==> src/rtl/video_timing_gen.sv <==
// video_timing_gen: generic raster timing generator with a latency-compensated
// pixel request front end for ROM/RAM image sources, all in the pixel clock domain.
// Defining VTG_PATTERN_EN compiles in built-in test patterns selected by 'mode';
// without it, rgb always comes from pix_in and mode/sw_rgb are ignored.
//
// Pixel request interface: pix_req is a one-way strobe with no ready/back-pressure.
// In every cycle pix_req is high, the source must present the pixel addressed by
// (pix_x, pix_y) on pix_in exactly PIX_LAT cycles later; the timing outputs are
// delayed to meet it, so de/hsync/vsync/rgb appear PIX_LAT+1 cycles after pix_req.
module video_timing_gen #(
  parameter int H_ACTIVE   = 640,
  parameter int H_FP       = 16,
  parameter int H_SYNC     = 96,
  parameter int H_BP       = 48,
  parameter int V_ACTIVE   = 480,
  parameter int V_FP       = 10,
  parameter int V_SYNC     = 2,
  parameter int V_BP       = 33,
  parameter bit H_SYNC_POL = 1'b0,
  parameter bit V_SYNC_POL = 1'b0,
  parameter int PIX_LAT    = 2,
  parameter int CW         = 12
) (
  input  logic          clk,
  input  logic          reset_n,
  input  logic          enable,
  input  logic [1:0]    mode,
  input  logic [2:0]    sw_rgb,
  input  logic [23:0]   pix_in,
  output logic          pix_req,
  output logic [CW-1:0] pix_x,
  output logic [CW-1:0] pix_y,
  output logic          hsync,
  output logic          vsync,
  output logic          de,
  output logic [23:0]   rgb,
  output logic          frame_start
);

  localparam int H_TOTAL  = H_ACTIVE + H_FP + H_SYNC + H_BP;
  localparam int V_TOTAL  = V_ACTIVE + V_FP + V_SYNC + V_BP;
  localparam int HS_START = H_ACTIVE + H_FP;
  localparam int HS_END   = HS_START + H_SYNC;
  localparam int VS_START = V_ACTIVE + V_FP;
  localparam int VS_END   = VS_START + V_SYNC;

  logic [CW-1:0] h_cnt;
  logic [CW-1:0] v_cnt;
  logic          active_c;
  logic          hs_c;
  logic          vs_c;

  // Raster position; held at the origin while disabled so a restart begins at (0,0)
  always_ff @(posedge clk) begin
    if (!reset_n || !enable) begin
      h_cnt <= '0;
      v_cnt <= '0;
    end else if (h_cnt == CW'(H_TOTAL - 1)) begin
      h_cnt <= '0;
      v_cnt <= (v_cnt == CW'(V_TOTAL - 1)) ? '0 : v_cnt + CW'(1);
    end else begin
      h_cnt <= h_cnt + CW'(1);
    end
  end

  assign active_c = (h_cnt < CW'(H_ACTIVE)) && (v_cnt < CW'(V_ACTIVE));
  assign hs_c     = (h_cnt >= CW'(HS_START)) && (h_cnt < CW'(HS_END));
  assign vs_c     = (v_cnt >= CW'(VS_START)) && (v_cnt < CW'(VS_END));

  // Stage 0 control: raw (polarity-free) sync/de/frame flags registered from the counters
  logic s0_hs;
  logic s0_vs;
  logic s0_fr;

  always_ff @(posedge clk) begin
    if (!reset_n || !enable) begin
      pix_req <= 1'b0;
      s0_hs   <= 1'b0;
      s0_vs   <= 1'b0;
      s0_fr   <= 1'b0;
    end else begin
      pix_req <= active_c;
      s0_hs   <= hs_c;
      s0_vs   <= vs_c;
      s0_fr   <= active_c && (h_cnt == '0) && (v_cnt == '0);
    end
  end

  // Request address: follows the raster while visible, otherwise keeps the last pixel asked for
  always_ff @(posedge clk) begin
    if (!reset_n) begin
      pix_x <= '0;
      pix_y <= '0;
    end else if (enable && active_c) begin
      pix_x <= h_cnt;
      pix_y <= v_cnt;
    end
  end

`ifdef VTG_PATTERN_EN
  localparam int SW    = 29;
  localparam int BAR_W = H_ACTIVE / 8;

  logic [2:0]  bar_idx;
  logic [23:0] pat_c;
  logic        s0_sel;
  logic [23:0] s0_pat;

  // Bar index by threshold compares instead of a divider; columns past 8*BAR_W stay in bar 7
  always_comb begin
    bar_idx = 3'd0;
    for (int b = 1; b < 8; b++) begin
      if (h_cnt >= CW'(b * BAR_W)) bar_idx = 3'(b);
    end
  end

  // Pattern generator, evaluated at the same raster position as the request
  always_comb begin
    pat_c = 24'h0;
    case (mode)
      2'd1: pat_c = {{8{sw_rgb[2]}}, {8{sw_rgb[1]}}, {8{sw_rgb[0]}}};
      2'd2: begin
        case (bar_idx)
          3'd0:    pat_c = 24'hFFFFFF;
          3'd1:    pat_c = 24'hFFFF00;
          3'd2:    pat_c = 24'h00FFFF;
          3'd3:    pat_c = 24'h00FF00;
          3'd4:    pat_c = 24'hFF00FF;
          3'd5:    pat_c = 24'hFF0000;
          3'd6:    pat_c = 24'h0000FF;
          default: pat_c = 24'h000000;
        endcase
      end
      2'd3:    pat_c = (h_cnt[5] ^ v_cnt[5]) ? 24'hFFFFFF : 24'h000000;
      default: pat_c = 24'h0;
    endcase
  end

  // Stage 0 pixel source: external-vs-pattern select and pattern value ride the delay line
  always_ff @(posedge clk) begin
    if (!reset_n || !enable) begin
      s0_sel <= 1'b0;
      s0_pat <= 24'h0;
    end else begin
      s0_sel <= (mode == 2'd0);
      s0_pat <= pat_c;
    end
  end
`else
  localparam int SW = 4;

  logic unused_cfg;
  assign unused_cfg = ^{mode, sw_rgb};
`endif

  // Bundle layout: {de, hs, vs, frame[, sel, pattern]}; all-zero is the idle state
  logic [SW-1:0] s0_bus;
  logic [SW-1:0] tail;
  logic [23:0]   src_pix;

`ifdef VTG_PATTERN_EN
  assign s0_bus  = {pix_req, s0_hs, s0_vs, s0_fr, s0_sel, s0_pat};
  assign src_pix = tail[24] ? pix_in : tail[23:0];
`else
  assign s0_bus  = {pix_req, s0_hs, s0_vs, s0_fr};
  assign src_pix = pix_in;
`endif

  if (PIX_LAT == 0) begin : g_no_dly
    assign tail = s0_bus;
  end else begin : g_dly
    logic [SW-1:0] dly_q [PIX_LAT];

    // Shift register matching the source read latency; keeps running while disabled so it drains
    always_ff @(posedge clk) begin
      if (!reset_n) begin
        for (int i = 0; i < PIX_LAT; i++) dly_q[i] <= '0;
      end else begin
        dly_q[0] <= s0_bus;
        for (int i = 1; i < PIX_LAT; i++) dly_q[i] <= dly_q[i-1];
      end
    end

    assign tail = dly_q[PIX_LAT-1];
  end

  // Output register: samples pix_in in the cycle the delayed de is high and applies sync polarity
  always_ff @(posedge clk) begin
    if (!reset_n) begin
      de          <= 1'b0;
      hsync       <= ~H_SYNC_POL;
      vsync       <= ~V_SYNC_POL;
      frame_start <= 1'b0;
      rgb         <= 24'h0;
    end else begin
      de          <= tail[SW-1];
      hsync       <= tail[SW-2] ? H_SYNC_POL : ~H_SYNC_POL;
      vsync       <= tail[SW-3] ? V_SYNC_POL : ~V_SYNC_POL;
      frame_start <= tail[SW-4];
      rgb         <= tail[SW-1] ? src_pix : 24'h0;
    end
  end

endmodule

==> config.mk <==
export PLATFORM = sky130hd
export DESIGN_NAME = video_timing_gen
export DESIGN_NICKNAME = d
export VERILOG_FILES = /design/src/rtl/video_timing_gen.sv
export SDC_FILE = /design/constraint.sdc
export NUM_CORES = 1
export LEC_CHECK = 0
export CORE_MARGIN = 1
export CORE_UTILIZATION = 51
export DETAILED_ROUTE_END_ITERATION = 6
export GPL_TIMING_DRIVEN = 0
export HOLD_SLACK_MARGIN = 0.05
export PLACE_DENSITY = 0.94
export SYNTH_ARGS = -nofsm -noshare
export SYNTH_HDL_FRONTEND = slang
export SYNTH_SLANG_ARGS = --single-unit
==> constraint.sdc <==
create_clock -name clk -period 4.16 [get_ports clk]
set_clock_uncertainty 0.15 [all_clocks]
set_input_delay 0.832 -clock clk [delete_from_list [all_inputs] [get_ports clk]]
set_output_delay 0.832 -clock clk [all_outputs]
set_load 0.01 [all_outputs]
After elaboration in Yosys (flattened, before gate mapping)
Memories as Yosys holds them, arrays and structs flattened.
Cells that the tools add are included.
{"block": "totals", "reg_bits": 80, "ramBits": 8, "in_bits": 32, "out_inout_bits": 53, "elab_cells": 46, "mem_count": 1}
{"block": "classes", "n_addsub": 2, "n_lt_le_gt_ge": 6, "n_eq_ne": 2, "mux": 7, "n_bitwise": 2, "reduce_logical": 13}
{"name": "g_dly.dly_q", "words": 2, "word_bits": 4, "read_ports": 2, "rd_clocked_by_memory_dff": 0, "write_ports": 2, "line": "172", "source": "logic [SW-1:0] dly_q [PIX_LAT];"}
{"operator": "12-bit by 1-bit adder with 12-bit output (second input constant)", "count": 2}
{"operator": "12-bit by 10-bit equality test with 1-bit output (second input constant)", "count": 2}
{"operator": "12-bit logical NOT", "count": 2}
{"operator": "12-bit by 10-bit < comparator with 1-bit output (second input constant)", "count": 2}
{"operator": "12-bit by 9-bit < comparator with 1-bit output (second input constant)", "count": 2}
{"operator": "12-bit by 10-bit greater-or-equal comparator with 1-bit output (second input constant)", "count": 1}
{"operator": "12-bit by 9-bit greater-or-equal comparator with 1-bit output (second input constant)", "count": 1}
{"operator": "12-bit two-way mux", "count": 1}
{"operator": "4-bit two-way mux", "count": 2}
{"operator": "1-bit logical AND", "count": 6}
{"operator": "1-bit two-way mux", "count": 4}
{"operator": "1-bit logical NOT", "count": 2}
{"operator": "1-bit OR", "count": 2}
{"operator": "2-bit AND reduction", "count": 1}
{"operator": "2-bit OR reduction", "count": 1}
{"operator": "1-bit logical OR", "count": 1}

Logic depth before layout (Yosys ltp)
{"block": "depth", "depth_word": 4, "depth_mapped": 7, "mapped_depth_nobuf": 6}

Worst setup path after synthesis
No wires, ideal clock.
{"block": "synth_timing", "path_type": "register to register", "from": "reg v_cnt[0]", "to": "reg v_cnt[11]", "setup_time_ns": 0.125, "arrival_time_ns": 1.783, "required_ns": 3.885, "path_slack_ns": 2.101, "path_stages_with_launch": 8, "path_buffers": 1, "synth_period_minus_slack_ns": 2.059, "path_cell_list": "dfxtp_1 > inv_1 > ha_1 > or4b_1 > or4_4 > o21bai_4 > buf_6 > a21oi_1"}
{"block": "synth_between", "elab_chain_len": 2, "elab_cells_between_ends": 3, "classes_between": "1 x add/sub; 1 x eq/ne; 1 x mux"}
{"element": "from (decl)", "line": "48", "source": "logic [CW-1:0] v_cnt;"}
{"element": "from (signal assigned)", "line": "60", "source": "v_cnt <= (v_cnt == CW'(V_TOTAL - 1)) ? '0 : v_cnt + CW'(1);"}
{"element": "12-bit by 1-bit adder with 12-bit output or 12-bit by 10-bit equality test with 1-bit output (tied branches)", "line": "60"}
{"element": "12-bit two-way mux (*)", "line": "60"}
Mark *: on every way between the ends. The rest lies on a longest branch, timed or not.
A chain may end at the register's enable or synchronous reset.

Worst setup path after layout
{"block": "layout_timing", "from": "in enable", "to": "reg pix_x[3]"}
{"block": "layout_between", "elab_chain_len": 1}
{"element": "from (decl)", "line": "26", "source": "input logic enable,"}
{"element": "1-bit logical AND", "line": "94", "source": "end else if (enable && active_c) begin"}
{"element": "to (signal assigned)", "line": "95", "source": "pix_x <= h_cnt;"}
{"element": "to (decl)", "line": "31", "source": "output logic [CW-1:0] pix_x,"}
No other way between the ends.

==> impl_metrics.env <==
export IMPL_status="finished, final reports clean"
export IMPL_path_clk_slew_ns=0.08
export IMPL_hp_class="flop to flop"
export IMPL_power_leakage_nw=1.72
export IMPL_syn_to_final_growth_pct=34.8
export IMPL_die_x_um=81.3
export IMPL_cts_setup_buffers=0
export IMPL_detail_route_antenna_nets=0
export IMPL_crit_required_ns=4.23
export IMPL_cts_tree="built"
export IMPL_crit_path_max_incr_delay_ns=0.51
export IMPL_drive_gt1_share_pct=7.79
export IMPL_endpoint_kind="flop"
export IMPL_drc=0
export IMPL_rsz0062_at_grt="no"
export IMPL_n_antenna_cell=0
export IMPL_period_minus_slack_ns=2.46
export IMPL_io_buffers=79
export IMPL_cap_violations=0
export IMPL_relSlewSlack_pct=68.2
export IMPL_path_delay_family="buffers and inverters"
export IMPL_tns_ns=0
export IMPL_hold_violations=0
export IMPL_critPathMostFrequentCell="buf_2"
export IMPL_grt_max_degree=16
export IMPL_overflow=0
export IMPL_syn_avg_cell_area_um2=10.1
export IMPL_synth_distinct_cells=39
export IMPL_path_depth=7
export IMPL_synth_common_cells="88 x dfxtp_1, 42 x nor2_1, 30 x and3_1"
export IMPL_initial_core_util_pct=53.5
export IMPL_gp_congestion=0.887
export IMPL_cts_resized=0
export IMPL_synth_nets=352
export IMPL_numCtsBuffers=9
export IMPL_reg2reg_depth=7
export IMPL_grt_pass1_vias=2572
export IMPL_clkLatencyLatePin_ns=0.35
export IMPL_wl_per_cell_um=15.8
export IMPL_layout_worst_path_cycle_share_pct=59.1
export IMPL_antenna_found_initial=0
export IMPL_synth_area_leaders="dfxtp_1 55%, mux2i_1 5.9%, and3_1 5.9%"
export IMPL_min_path_cells=1
export IMPL_pin_count=85
export IMPL_final_core_util_pct=72.1
export IMPL_clk_path_buf_depth=2
export IMPL_cts_sinks=88
export IMPL_synth_top_area_share_pct=55.0
export IMPL_syn_area_um2=3200
export IMPL_nNetsFinal=442
export IMPL_ys_warnings_count=0
export IMPL_max_clock_freq_ghz=0.407
export IMPL_path_buf_inv=3
export IMPL_cp_cell_sequence="clkdlybuf4s50_1 > nor3b_1 > nand4_1 > buf_2 > buf_2 > mux2i_1 > nor2_1"
export IMPL_ir_drop_uv=238
export IMPL_dieArea_um2=6600
export IMPL_drt_pass1_iter_count=4
export IMPL_rows=28
export IMPL_worst_path_max_delay_cell="clkdlybuf4s50_1"
export IMPL_start_kind="input port"
export IMPL_cts_hold_fix_buffers=0
export IMPL_arrival_ns=2.53
export IMPL_drv_slew=0
export IMPL_wl_um=7700
export IMPL_yosys_cell_count_top_type="dfxtp_1"
export IMPL_grt_total_usage_pct=24.2
export IMPL_viasPerCell=5.44
export IMPL_dp_hpwl_um=5140
export IMPL_finalNonFillerCells=486
export IMPL_async_reset_ff_share_pct=0
export IMPL_power_density_nw_per_um2=368
export IMPL_ys_seq_area_share_pct=55.0
export IMPL_ys_flop_type="dfxtp_1"
export IMPL_synth_edf_count=0
export IMPL_ys_ff_latch=88
export IMPL_cts_root_buf="clkbuf_8"
export IMPL_finalPower_mw=1.59
export IMPL_tightest_slew_ns=0.478
export IMPL_htree_levels=3
export IMPL_die_height_um=81.3
export IMPL_syn_instance_count=316
export IMPL_drt_iter0_drc=173
export IMPL_worstSetupPathType="input port to flop"
export IMPL_dp_cells=470
export IMPL_critPathMaxFanout=10
export IMPL_yosys_area_top_type="dfxtp_1"
export IMPL_core_area_um2=5990
export IMPL_setup_viol=0
export IMPL_grt_pass1_wl_um=11900
export IMPL_num_vias=2644
==> through the flow <==
step                      hold WS, ns  instance area [um^2]  worst slack [ns]
after detailed placement        0.206                  4090              1.40
after global routing            0.235                  4320              1.65
after CTS                       0.225                  4320              1.73
after floorplan                 0.202                  3200              2.10
after global placement          0.205                  4090              1.49
final                           0.223                  4320              1.70
==> state kept, by name (all words and copies together) (netlist names) <==
register     cells
v_cnt           12
s0_vs            1
frame_start      1
de               1
pix_req          1
pix_x           12
vsync            1
hsync            1
h_cnt           12
pix_y           12
s0_fr            1
rgb             24
g_dly.dly_q      8
s0_hs            1
==> cell usage in the layout, fill, tap and decap left out, types with 5 or more instances in the layout <==
cell type,count
nand2_1,14
nor4_1,8
nor2_1,42
nand3_1,9
xnor2_1,13
and3_1,30
inv_1,9
nand4_1,7
clkbuf_8,10
dfxtp_1,88
mux2i_1,19
clkdlybuf4s50_1,79
nor3_1,5
and2_1,10
clkbuf_1,14
a21oi_1,5
==> per-layer routing <==
layer	up-vias	global-route usage, %	wire, um
met3	20	4.94	484
met2	112	42.8	3970
li1	1262	-	-
met4	0	13.4	164
met5	-	0	0
met1	1250	26.9	3080
==> cells by family (layout without fill, tap and decap cells) <==
group	Yosys count	count (layout)	synth area share, %
AOI/OAI and AO/OA	14	14	3.09
and+or+nand+nor	144	144	24.8
DFF	88	88	55.0
buffers and inverters	31	126	5.27
muxes	19	19	5.94
adders and majority gates	4	4	1.56
xor gates and xnor gates	16	16	4.38
==> path summary, 6_finish.rpt <==
kind	startpoint	end	slack [ns]
setup / recovery	enable	pix_x[3]	1.70
hold / removal	g_dly.dly_q[0][5]	vsync	0.22
setup reg to reg	v_cnt[1]	v_cnt[11]	1.79
hold reg to reg	g_dly.dly_q[0][5]	vsync	0.22
==> report_power, final <==
part	total [mW]	internal [mW]	switching, mW
registers	0.851	0.848	0.00329
logic	0.0733	0.0408	0.0325
clock network	0.663	0.358	0.305
==> cell type report <==
class / count / area (um^2)
clock buffer: 10 / 138
timing repair buffer: 79 / 791
sequential: 88 / 1760
clock inverter: 6 / 91.3
buffer: 22 / 135
inverter: 9 / 33.8
multi-input combinational: 197 / 1270
tap: 75 / 93.8
fill: 364 / 1670
Power figures use the tool's default switching activity.
